<file path="config.mk">
export PLATFORM = sky130hd
export DESIGN_NAME = poly_ntt_seq_flat
export DESIGN_NICKNAME = d
export VERILOG_FILES = /design/src/rtl/poly_pkg.sv /design/src/rtl/poly_ntt_seq_if.sv /design/src/rtl/poly_wb_delay.sv /design/src/rtl/poly_ntt_seq.sv /design/src/flat_wrapper.sv
export SDC_FILE = /design/constraint.sdc
export NUM_CORES = 1
export LEC_CHECK = 0
export CAP_MARGIN = 20
export CORE_MARGIN = 5
export CORE_UTILIZATION = 30
export CTS_CLUSTER_SIZE = 8
export DETAILED_ROUTE_END_ITERATION = 16
export PLACE_DENSITY = 0.54
export REMOVE_ABC_BUFFERS = 1
export SYNTH_ARGS = -nofsm -noshare
export SYNTH_HDL_FRONTEND = slang
export SYNTH_SLANG_ARGS = --single-unit
</file>
<file path="constraint.sdc">
create_clock -name clk -period 4.4 [get_ports clk]
set_input_delay 0.44 -clock clk [delete_from_list [all_inputs] [get_ports clk]]
set_output_delay 0.44 -clock clk [all_outputs]
set_load 0.02 [all_outputs]
</file>
<file path="src/rtl/poly_pkg.sv">
// poly_pkg: shared types and defaults for the polynomial unit.
// Holds mode/state encodings, default widths and a rotate helper.
package poly_pkg;

    localparam int WID_D    = 12;
    localparam int LANES_D  = 4;
    localparam int ADDWID_D = 5;

    typedef enum logic [1:0] {
        M_LOAD   = 2'b00,
        M_NTT    = 2'b01,
        M_INTT   = 2'b10,
        M_UNLOAD = 2'b11
    } mode_e;

    typedef enum logic [2:0] {
        S_IDLE,
        S_LOAD,
        S_UNLOAD,
        S_XRD,
        S_XDRAIN,
        S_DONE
    } state_e;

    // Width of a pass index for a given pass count (at least 1 bit).
    function automatic int pw(input int p);
        return (p > 1) ? $clog2(p) : 1;
    endfunction

    // Rotate the low w bits of a left by n (n < w).
    function automatic logic [31:0] rotl(
        input logic [31:0] a,
        input int unsigned w,
        input int unsigned n
    );
        logic [31:0] m;
        m = (32'h1 << w) - 32'h1;
        return ((a << n) | (a >> (w - n))) & m;
    endfunction

endpackage

</file>
<file path="src/rtl/poly_ntt_seq_if.sv">
// poly_ntt_seq_if: control bundle between poly control, RAM, ROM and butterflies.
// master = poly control side (mode/run/in_valid), slave = sequencer side.
interface poly_ntt_seq_if #(
    parameter int ADDWID = poly_pkg::ADDWID_D,
    parameter int TWWID  = ADDWID + 2,
    parameter int PASSES = 4
);
    import poly_pkg::*;

    localparam int PW = pw(PASSES);

    mode_e             mode;
    logic              run;
    logic              in_valid;
    logic              in_ready;
    logic              ram_re;
    logic [ADDWID-1:0] ram_ra;
    logic              ram_we;
    logic [ADDWID-1:0] ram_wa;
    logic              ram_wsel;
    logic [TWWID-1:0]  tw_addr;
    logic              bf_mode;
    logic              out_valid;
    logic [PW-1:0]     pass_idx;
    logic              busy;
    logic              done;

    modport master (
        output mode, run, in_valid,
        input  in_ready, ram_re, ram_ra, ram_we, ram_wa, ram_wsel,
        input  tw_addr, bf_mode, out_valid, pass_idx, busy, done
    );

    modport slave (
        input  mode, run, in_valid,
        output in_ready, ram_re, ram_ra, ram_we, ram_wa, ram_wsel,
        output tw_addr, bf_mode, out_valid, pass_idx, busy, done
    );

endinterface

</file>
<file path="src/rtl/poly_wb_delay.sv">
// poly_wb_delay: LAT-deep {valid, addr} delay line for butterfly write-back.
// Ports: clk, rst (async low), in_v/in_a push, out_v/out_a retire, empty.
module poly_wb_delay #(
    parameter int AW  = 5,
    parameter int LAT = 6
) (
    input  logic          clk,
    input  logic          rst,
    input  logic          in_v,
    input  logic [AW-1:0] in_a,
    output logic          out_v,
    output logic [AW-1:0] out_a,
    output logic          empty
);

    logic [LAT-1:0] v;
    logic [AW-1:0]  a [LAT];

    always_ff @(posedge clk or negedge rst) begin
        if (!rst) begin
            v <= '0;
            a <= '{default: '0};
        end else begin
            v[0] <= in_v;
            a[0] <= in_a;
            for (int i = 1; i < LAT; i++) begin
                v[i] <= v[i-1];
                a[i] <= a[i-1];
            end
        end
    end

    assign out_v = v[LAT-1];
    assign out_a = a[LAT-1];

    // Nothing queued behind the output stage: once the entry now
    // being written retires, the line holds nothing.
    generate
        if (LAT > 1) begin : g_deep
            assign empty = ~|v[LAT-2:0];
        end else begin : g_one
            assign empty = 1'b1;
        end
    endgenerate

endmodule

</file>
<file path="src/rtl/poly_ntt_seq.sv">
// poly_ntt_seq: RAM/twiddle addressing and write-back timing for load,
// unload and multi-pass NTT/INTT. Ports: clk, rst (async low), bus (slave).
module poly_ntt_seq
    import poly_pkg::*;
#(
    parameter int          WID      = WID_D,
    parameter int          LANES    = LANES_D,
    parameter int          ADDWID   = ADDWID_D,
    parameter int          PASSES   = 4,
    parameter int unsigned ROT      = 1,
    parameter int          NTT_GAP  = 8,
    parameter int          INTT_GAP = 10,
    parameter int          PIPE_LAT = 6,
    parameter int          TWWID    = ADDWID + 2
) (
    input logic           clk,
    input logic           rst,
    poly_ntt_seq_if.slave bus
);

    localparam int DEPTH = 2 ** ADDWID;
    localparam int PW    = pw(PASSES);
    localparam int GMAX  = (NTT_GAP > INTT_GAP) ? NTT_GAP : INTT_GAP;
    localparam int GW    = $clog2(GMAX + 1);

    localparam logic [ADDWID-1:0] LAST = ADDWID'(DEPTH - 1);
    localparam logic [PW-1:0]     PLST = PW'(PASSES - 1);

    state_e            state_q, state_d;
    logic [ADDWID-1:0] cnt_q, cnt_d;
    logic [GW-1:0]     gcnt_q, gcnt_d;
    logic [PW-1:0]     pass_q, pass_d;
    logic              bfm_q, bfm_d;
    logic              tail_q, tail_d;
    logic              ov_q;

    logic              re, ld_we, push;
    logic [ADDWID-1:0] ra, xra;
    logic [TWWID-1:0]  tw;
    logic [GW-1:0]     gap;
    int unsigned       rot_n;
    logic              wb_v, wb_empty;
    logic [ADDWID-1:0] wb_a;

    always_ff @(posedge clk or negedge rst) begin
        if (!rst) begin
            state_q <= S_IDLE;
            cnt_q   <= '0;
            gcnt_q  <= '0;
            pass_q  <= '0;
            bfm_q   <= 1'b0;
            tail_q  <= 1'b0;
            ov_q    <= 1'b0;
        end else begin
            state_q <= state_d;
            cnt_q   <= cnt_d;
            gcnt_q  <= gcnt_d;
            pass_q  <= pass_d;
            bfm_q   <= bfm_d;
            tail_q  <= tail_d;
            ov_q    <= re && (state_q == S_UNLOAD);
        end
    end

    always_comb begin
        rot_n = (32'(pass_q) * ROT) % ADDWID;
        xra   = ADDWID'(rotl(32'(cnt_q), ADDWID, rot_n));
        gap   = bfm_q ? GW'(NTT_GAP - 1) : GW'(INTT_GAP - 1);
    end

    always_comb begin
        state_d = state_q;
        cnt_d   = cnt_q;
        gcnt_d  = gcnt_q;
        pass_d  = pass_q;
        bfm_d   = bfm_q;
        tail_d  = tail_q;
        re      = 1'b0;
        ra      = '0;
        tw      = '0;
        push    = 1'b0;
        ld_we   = 1'b0;
        unique case (state_q)
            S_IDLE: begin
                if (bus.run) begin
                    cnt_d  = '0;
                    gcnt_d = '0;
                    pass_d = '0;
                    tail_d = 1'b0;
                    bfm_d  = (bus.mode == M_NTT);
                    unique case (bus.mode)
                        M_LOAD:   state_d = S_LOAD;
                        M_UNLOAD: state_d = S_UNLOAD;
                        M_NTT:    state_d = S_XRD;
                        M_INTT:   state_d = S_XRD;
                    endcase
                end
            end
            S_LOAD: begin
                if (bus.in_valid) begin
                    ld_we = 1'b1;
                    cnt_d = cnt_q + 1'b1;
                    if (cnt_q == LAST) state_d = S_DONE;
                end
            end
            S_UNLOAD: begin
                if (tail_q) begin
                    tail_d  = 1'b0;
                    state_d = S_DONE;
                end else begin
                    re    = 1'b1;
                    ra    = cnt_q;
                    cnt_d = cnt_q + 1'b1;
                    if (cnt_q == LAST) tail_d = 1'b1;
                end
            end
            S_XRD: begin
                if (gcnt_q == '0) begin
                    re     = 1'b1;
                    ra     = xra;
                    tw     = TWWID'({pass_q, cnt_q});
                    push   = 1'b1;
                    cnt_d  = cnt_q + 1'b1;
                    gcnt_d = gap;
                    if (cnt_q == LAST) state_d = S_XDRAIN;
                end else begin
                    gcnt_d = gcnt_q - 1'b1;
                end
            end
            S_XDRAIN: begin
                if (wb_empty) begin
                    if (pass_q == PLST) begin
                        state_d = S_DONE;
                    end else begin
                        pass_d  = pass_q + 1'b1;
                        cnt_d   = '0;
                        gcnt_d  = '0;
                        state_d = S_XRD;
                    end
                end
            end
            S_DONE: begin
                bfm_d   = 1'b0;
                pass_d  = '0;
                state_d = S_IDLE;
            end
            default: state_d = S_IDLE;
        endcase
    end

    poly_wb_delay #(
        .AW  (ADDWID),
        .LAT (PIPE_LAT)
    ) u_wb (
        .clk   (clk),
        .rst   (rst),
        .in_v  (push),
        .in_a  (ra),
        .out_v (wb_v),
        .out_a (wb_a),
        .empty (wb_empty)
    );

    assign bus.in_ready  = (state_q == S_LOAD);
    assign bus.ram_re    = re;
    assign bus.ram_ra    = ra;
    assign bus.ram_we    = ld_we | wb_v;
    assign bus.ram_wa    = ld_we ? cnt_q : wb_a;
    assign bus.ram_wsel  = wb_v;
    assign bus.tw_addr   = tw;
    assign bus.bf_mode   = bfm_q;
    assign bus.out_valid = ov_q;
    assign bus.pass_idx  = pass_q;
    assign bus.busy      = (state_q != S_IDLE);
    assign bus.done      = (state_q == S_DONE);

endmodule

</file>
<file path="src/flat_wrapper.sv">
// flat-port wrapper written by rule: the top's interface ports become plain ports
module poly_ntt_seq_flat import poly_pkg::*;
#(
    parameter int          WID      = WID_D,
    parameter int          LANES    = LANES_D,
    parameter int          ADDWID   = ADDWID_D,
    parameter int          PASSES   = 4,
    parameter int unsigned ROT      = 1,
    parameter int          NTT_GAP  = 8,
    parameter int          INTT_GAP = 10,
    parameter int          PIPE_LAT = 6,
    parameter int          TWWID    = ADDWID + 2
)
  (clk, rst, bus_mode, bus_run, bus_in_valid, bus_in_ready, bus_ram_re, bus_ram_ra, bus_ram_we, bus_ram_wa, bus_ram_wsel, bus_tw_addr, bus_bf_mode, bus_out_valid, bus_pass_idx, bus_busy, bus_done);
  poly_ntt_seq_if #(.ADDWID(ADDWID), .TWWID(TWWID), .PASSES(PASSES)) bus_i ();
  input logic clk;
  input logic rst;
  input wire logic [$bits(bus_i.mode)-1:0] bus_mode;
  input wire logic [$bits(bus_i.run)-1:0] bus_run;
  input wire logic [$bits(bus_i.in_valid)-1:0] bus_in_valid;
  output wire logic [$bits(bus_i.in_ready)-1:0] bus_in_ready;
  output wire logic [$bits(bus_i.ram_re)-1:0] bus_ram_re;
  output wire logic [$bits(bus_i.ram_ra)-1:0] bus_ram_ra;
  output wire logic [$bits(bus_i.ram_we)-1:0] bus_ram_we;
  output wire logic [$bits(bus_i.ram_wa)-1:0] bus_ram_wa;
  output wire logic [$bits(bus_i.ram_wsel)-1:0] bus_ram_wsel;
  output wire logic [$bits(bus_i.tw_addr)-1:0] bus_tw_addr;
  output wire logic [$bits(bus_i.bf_mode)-1:0] bus_bf_mode;
  output wire logic [$bits(bus_i.out_valid)-1:0] bus_out_valid;
  output wire logic [$bits(bus_i.pass_idx)-1:0] bus_pass_idx;
  output wire logic [$bits(bus_i.busy)-1:0] bus_busy;
  output wire logic [$bits(bus_i.done)-1:0] bus_done;
  assign bus_i.mode = bus_mode;
  assign bus_i.run = bus_run;
  assign bus_i.in_valid = bus_in_valid;
  assign bus_in_ready = bus_i.in_ready;
  assign bus_ram_re = bus_i.ram_re;
  assign bus_ram_ra = bus_i.ram_ra;
  assign bus_ram_we = bus_i.ram_we;
  assign bus_ram_wa = bus_i.ram_wa;
  assign bus_ram_wsel = bus_i.ram_wsel;
  assign bus_tw_addr = bus_i.tw_addr;
  assign bus_bf_mode = bus_i.bf_mode;
  assign bus_out_valid = bus_i.out_valid;
  assign bus_pass_idx = bus_i.pass_idx;
  assign bus_busy = bus_i.busy;
  assign bus_done = bus_i.done;
  poly_ntt_seq #(.WID(WID), .LANES(LANES), .ADDWID(ADDWID), .PASSES(PASSES), .ROT(ROT), .NTT_GAP(NTT_GAP), .INTT_GAP(INTT_GAP), .PIPE_LAT(PIPE_LAT), .TWWID(TWWID)) u_core (.clk(clk), .rst(rst), .bus(bus_i));
endmodule
</file>
After elaboration in Yosys (flattened, before gate mapping)
Cells that the tools add are included.
{ "totals": {"out_inout_bits": 27, "reg_bits": 53, "input_bits": 6} }
{ "classes": {"muxes": 45, "div_mod_pow": 1, "shifts": 2, "reduce_logical": 18, "n_bitwise": 2, "eq_ne": 19, "addsub": 4} }
{ "ops": {"columns": ["operator", "n"], "rows": [
  ["two-way mux 5 bit", 9],
  ["modulo 2 x 3 -> 32 bit, second input constant", 1],
  ["left shift 5 x 32 -> 5 bit", 1],
  ["right shift 5 x 32 -> 5 bit", 1],
  ["subtractor 3 x 32 -> 32 bit, first input constant", 1],
  ["case mux 5 bit (5 select lines)", 1],
  ["two-way mux 3 bit", 8],
  ["two-way mux 4 bit", 5],
  ["case mux 3 bit (5 select lines)", 1],
  ["two-way mux 7 bit", 2],
  ["AND reduction 7 bit", 2],
  ["case mux 4 bit (3 select lines)", 1],
  ["inequality test 2 bit, second input constant", 5],
  ["case mux 5 bit (2 select lines)", 1],
  ["two-way mux 1 bit", 9],
  ["case mux 3 bit (3 select lines)", 1],
  ["nonzero test 3 bit", 3],
  ["inequality test 2 x 1 -> 1 bit, second input constant", 4],
  ["AND reduction 4 bit", 2],
  ["== test 2 bit, second input constant", 3],
  ["== test 3 x 2 -> 1 bit, second input constant", 2],
  ["== test 3 bit, second input constant", 2],
  ["two-way mux 2 bit", 3],
  ["case mux 1 bit (2 select lines)", 3],
  ["18 further kinds", 20]
]} }

Longest topological paths before layout
{ "logic_depth": {"ltp_word": 6, "depth_mapped": 7, "depth_no_buf": 6} }

Hierarchy
Synthesis repeated with hierarchy kept, for this count alone.
{ "unflattened": {"hier_cells": 202, "hier_area_um2": 2338.5} }
{ "by_module_without_submodules": {"columns": ["mod", "seq_area_each_um2", "area_per_inst_um2", "cells_each", "instances"], "rows": [
  ["poly_ntt_seq", 425.4, 1388.8, 159, 1],
  ["poly_wb_delay", 900.9, 949.7, 43, 1]
]} }

Worst setup path before layout
Ideal clock, no wire load.
{ "synth_path": {"path_type": "register to output", "startpoint": "register u_core.gcnt_q[0]", "endpoint": "output bus_ram_ra[2]", "path_stages_with_launch": 6, "required_time_ns": 3.960, "setup_slack_ns": 2.090, "arrival_time_ns": 1.870, "n_path_buf": 1, "path_cell_list": "dfrtp_1 -> inv_1 -> ha_1 -> or3b_2 -> buf_2 -> o31ai_1"} }
{ "synth_via": {"elab_chain_len": 3} }
{ "synth_lines": {"columns": ["element", "line", "text"], "rows": [
  ["start, declared", "poly_ntt_seq.sv:31", "logic [GW-1:0] gcnt_q, gcnt_d;"],
  ["start signal, assigned", "poly_ntt_seq.sv:57", "gcnt_q <= gcnt_d;"],
  ["zero test 4 bit", "poly_ntt_seq.sv:118", "if (gcnt_q == '0) begin"],
  ["two-way mux 5 bit", "poly_ntt_seq.sv:118", null],
  ["case mux 5 bit (2 select lines)", "poly_ntt_seq.sv:83", "unique case (state_q)"],
  ["end, declared", "flat_wrapper.sv:23", "output wire logic [$bits(bus_i.ram_ra)-1:0] bus_ram_ra;"]
]} }
Every way passes these cells.

Worst setup path in the final report
{ "layout_path": {"startpoint": "register u_core.gcnt_q[0]", "endpoint": "output bus_ram_ra[4]"} }
The elaborated chain is that of the path after synthesis.

==> flow_summary.toml <==
[synth]
async_reset_ff_share_pct = 100
yosysTopAreaCell = "dfrtp_1"
syn_avg_cell_area_um2 = 11.5
synthCells = 199
synthTopCellsByArea = "dfrtp_1 (58%), mux2i_1 (3.1%), mux2_2 (3.0%)"
yosysSeqAreaShare_pct = 58.1
synth_top_area_share_pct = 58.1
synth_area_um2 = 2280
synth_cell_types = 45
synth_edf_count = 0
ys_warn_count = 0
synth_seq_cells = 53
synthFlopType = "dfrtp_1"

[routing]
viasPerCell = 4.82
ant_nets = 0
wirelength_um = 4930
wl_per_cell_um = 14.9
firstDrtPassIters = 4
drc = 0
vias = 1595
drtIter0Drc = 108

[layout]
mostFrequentLayoutCells = "dfrtp_1 (53), clkdlybuf4s50_1 (31), nand2_1 (17)"
drive_above_1_share_pct = 10.3
final_common_cell = "dfrtp_1"
antenna_cells = 0
area_delta_synth_final_pct = 23.2
nets = 242
fillers = 709

[power_and_ir_drop]
leakage_uw = 0.00128
p_seq_share_pct = 41.5
switching_power_uw = 734
combPwrFrac_pct = 39.8
power_density_nw_per_um2 = 653
ir_drop_mv = 0.284
p_sw_share_pct = 40.0
internal-power_uw = 1100
p_clk_share_pct = 18.7

[floorplanning]
rows = 31
start_util_pct = 31.1
die_h_um = 97.2
num_io_pins = 33
die-area_um2 = 9460
core_area_um2 = 7330
die_w_um = 97.2

[clock_tree]
clk_latency_ns = 0.31
cts_resized = 0
cts.sinks = 53
clockBufferDepth = 2
clkTransAtPathRegs_ns = 0.10
tritoncts = "done"
root_buffer = "clkbuf_8"
h-tree-depth = 2
cts_hold_buf = 0
numCtsBuffers = 5
cts_setup_buffers = 0

[worst_setup_path]
path_cells = "inv_1, ha_1, or3b_2, nor2_1, a32o_1, clkdlybuf4s50_1"
rrSetupSlack_ns = 2.09
crit_type = "reg -> out"
cp_data_arrival_time_ns = 2.84
rr_worst_depth = 6
critPathRequiredTime_ns = 3.96
worst_setup_path_start_kind = "flip-flop"
crit_path_top_delay_cell = "clkdlybuf4s50_1"
endpoint_kind = "output port"
cp_max_fo = 10
slowest_delay_ns = 0.62

[flow_run]
drv_cap = 0

[sta]
hold_violations = 0
holdWs_ns = 0.235
min_period_ns = 3.28
drv_slew = 0
post-route-period-util_pct = 74.5
finClkSkew_ns = 0.00647
setup_viol = 0
finalSetupTns_ns = 0
max_slew.worst_pin.slew_ns = 0.793
rsz0062_at_grt = "false"
slew_headroom_pct = 47.0
max_freq_ghz = 0.305

[place]
io_buffers = 32
place.gp.congestion = 0.771
place.detailed.hpwl_um = 3440

[grt]
grt_pass1_wl_um = 8470
grt_max_degree = 54
first_global_vias = 1646
overflow = 0
grt_usage_pct = 11.1
antenna_found_initial = 0

[worst_hold_path]
holdCritPathClass = "in -> async"

[status]
status = "complete, no violations"
==> registers in the layout, summed over array words and instances, names as in the netlist <==
signal                flops
u_core.bus.bf_mode        1
u_core.bus.out_valid      1
u_core.bus.pass_idx       2
u_core.cnt_q              5
u_core.gcnt_q             4
u_core.state_q            3
u_core.tail_q             1
u_core.u_wb.a            25
u_core.u_wb.out_a         5
u_core.u_wb.v             6
==> synth_stat cells, types with 2 or more instances <==
cell type,count
nand2_1,17
buf_2,5
and3b_1,2
a21oi_1,10
nor2_1,11
mux2i_1,7
inv_1,10
a31oi_1,2
nor3_1,9
a21o_1,2
dfrtp_1,53
a22o_1,2
mux2_2,6
nor3b_1,2
ha_1,5
nand3b_1,3
or2_2,2
a32o_1,3
clkbuf_1,2
or4_1,2
o21ai_0,8
o31ai_1,2
nand3_1,6
nand2b_1,3
o221ai_1,2
and3_1,4
==> kinds of logic (layout without fill, tap and decap cells) <==
| kind of cell | Yosys count | count (layout) | share of synthesized area [%] |
|---|---|---|---|
| AND/OR/NAND/NOR | 68 | 68 | 16.7 |
| flip-flops | 53 | 53 | 58.1 |
| AO/OA/AOI/OAI | 41 | 41 | 12.8 |
| buffers and inverters | 18 | 51 | 3.23 |
| multiplexers | 14 | 14 | 6.52 |
| adder cells (fa/ha/maj) | 5 | 5 | 2.74 |
==> layer usage <==
layer,vias up,global-route usage (%),routed length [µm]
met3,10,2.58,171
met4,0,4.37,95
met2,32,16.5,2210
met5,-,0,0
li1,774,-,-
met1,779,15.7,2460
==> path summary, 6_finish.rpt <==
| path | end | startpoint |
|---|---|---|
| min in group clk | u_core.u_wb.a[21] | u_core.u_wb.a[26] |
| worst max register to register | u_core.cnt_q[0] | u_core.gcnt_q[0] |
| worst min register to register | u_core.u_wb.a[21] | u_core.u_wb.a[26] |
| max in group asynchronous | u_core.u_wb.v[4] | rst |
| worst max-delay path | bus_ram_ra[4] | u_core.gcnt_q[0] |
| worst min-delay path | u_core.u_wb.out_a[3] | rst |
==> area by class of cell <==
type / count / area (µm²) / area share [%]
multi-input combinational: 128 / 883 / 31.4
sequential: 53 / 1330 / 47.2
clock inverter: 3 / 50.0 / 1.78
inverter: 10 / 37.5 / 1.33
timing repair buffer: 33 / 323 / 11.5
tap: 99 / 124 / 4.40
clock buffer: 5 / 68.8 / 2.45
==> through the flow <==
stage          std cells  utilization [%]  cell area, µm²  setup slack (ns)  power, µW
4_1_cts              331             38.4            2810              1.11       1850
3_5_place_dp         323             36.7            2690              1.49       1500
5_1_grt              331             38.4            2810             0.919       1980
6_report             331             38.4            2810              1.12       1840
2_1_floorplan        191                -            2250              2.13       1230
3_3_place_gp         323             36.7            2690              1.49       1500
==> worst max-delay path, delay by kind of cell, from the launching register on <==
family	cells	cell delay [ns]
flip-flops	1	0.44
buffers and inverters	2	0.72
adder cells (fa/ha/maj)	1	0.19
AO/OA/AOI/OAI	1	0.27
AND/OR/NAND/NOR	2	0.91
==> power groups by stage <==
stage | logic (µW) | clock network [µW] | registers, µW
4_1_cts | 738 | 356 | 760
2_1_floorplan | 497 | 0 | 729
5_1_grt | 813 | 376 | 787
3_3_place_gp | 729 | 0 | 768
3_5_place_dp | 733 | 0 | 771
6_report | 731 | 343 | 762
No activity file was read; power rests on OpenSTA's default activity.
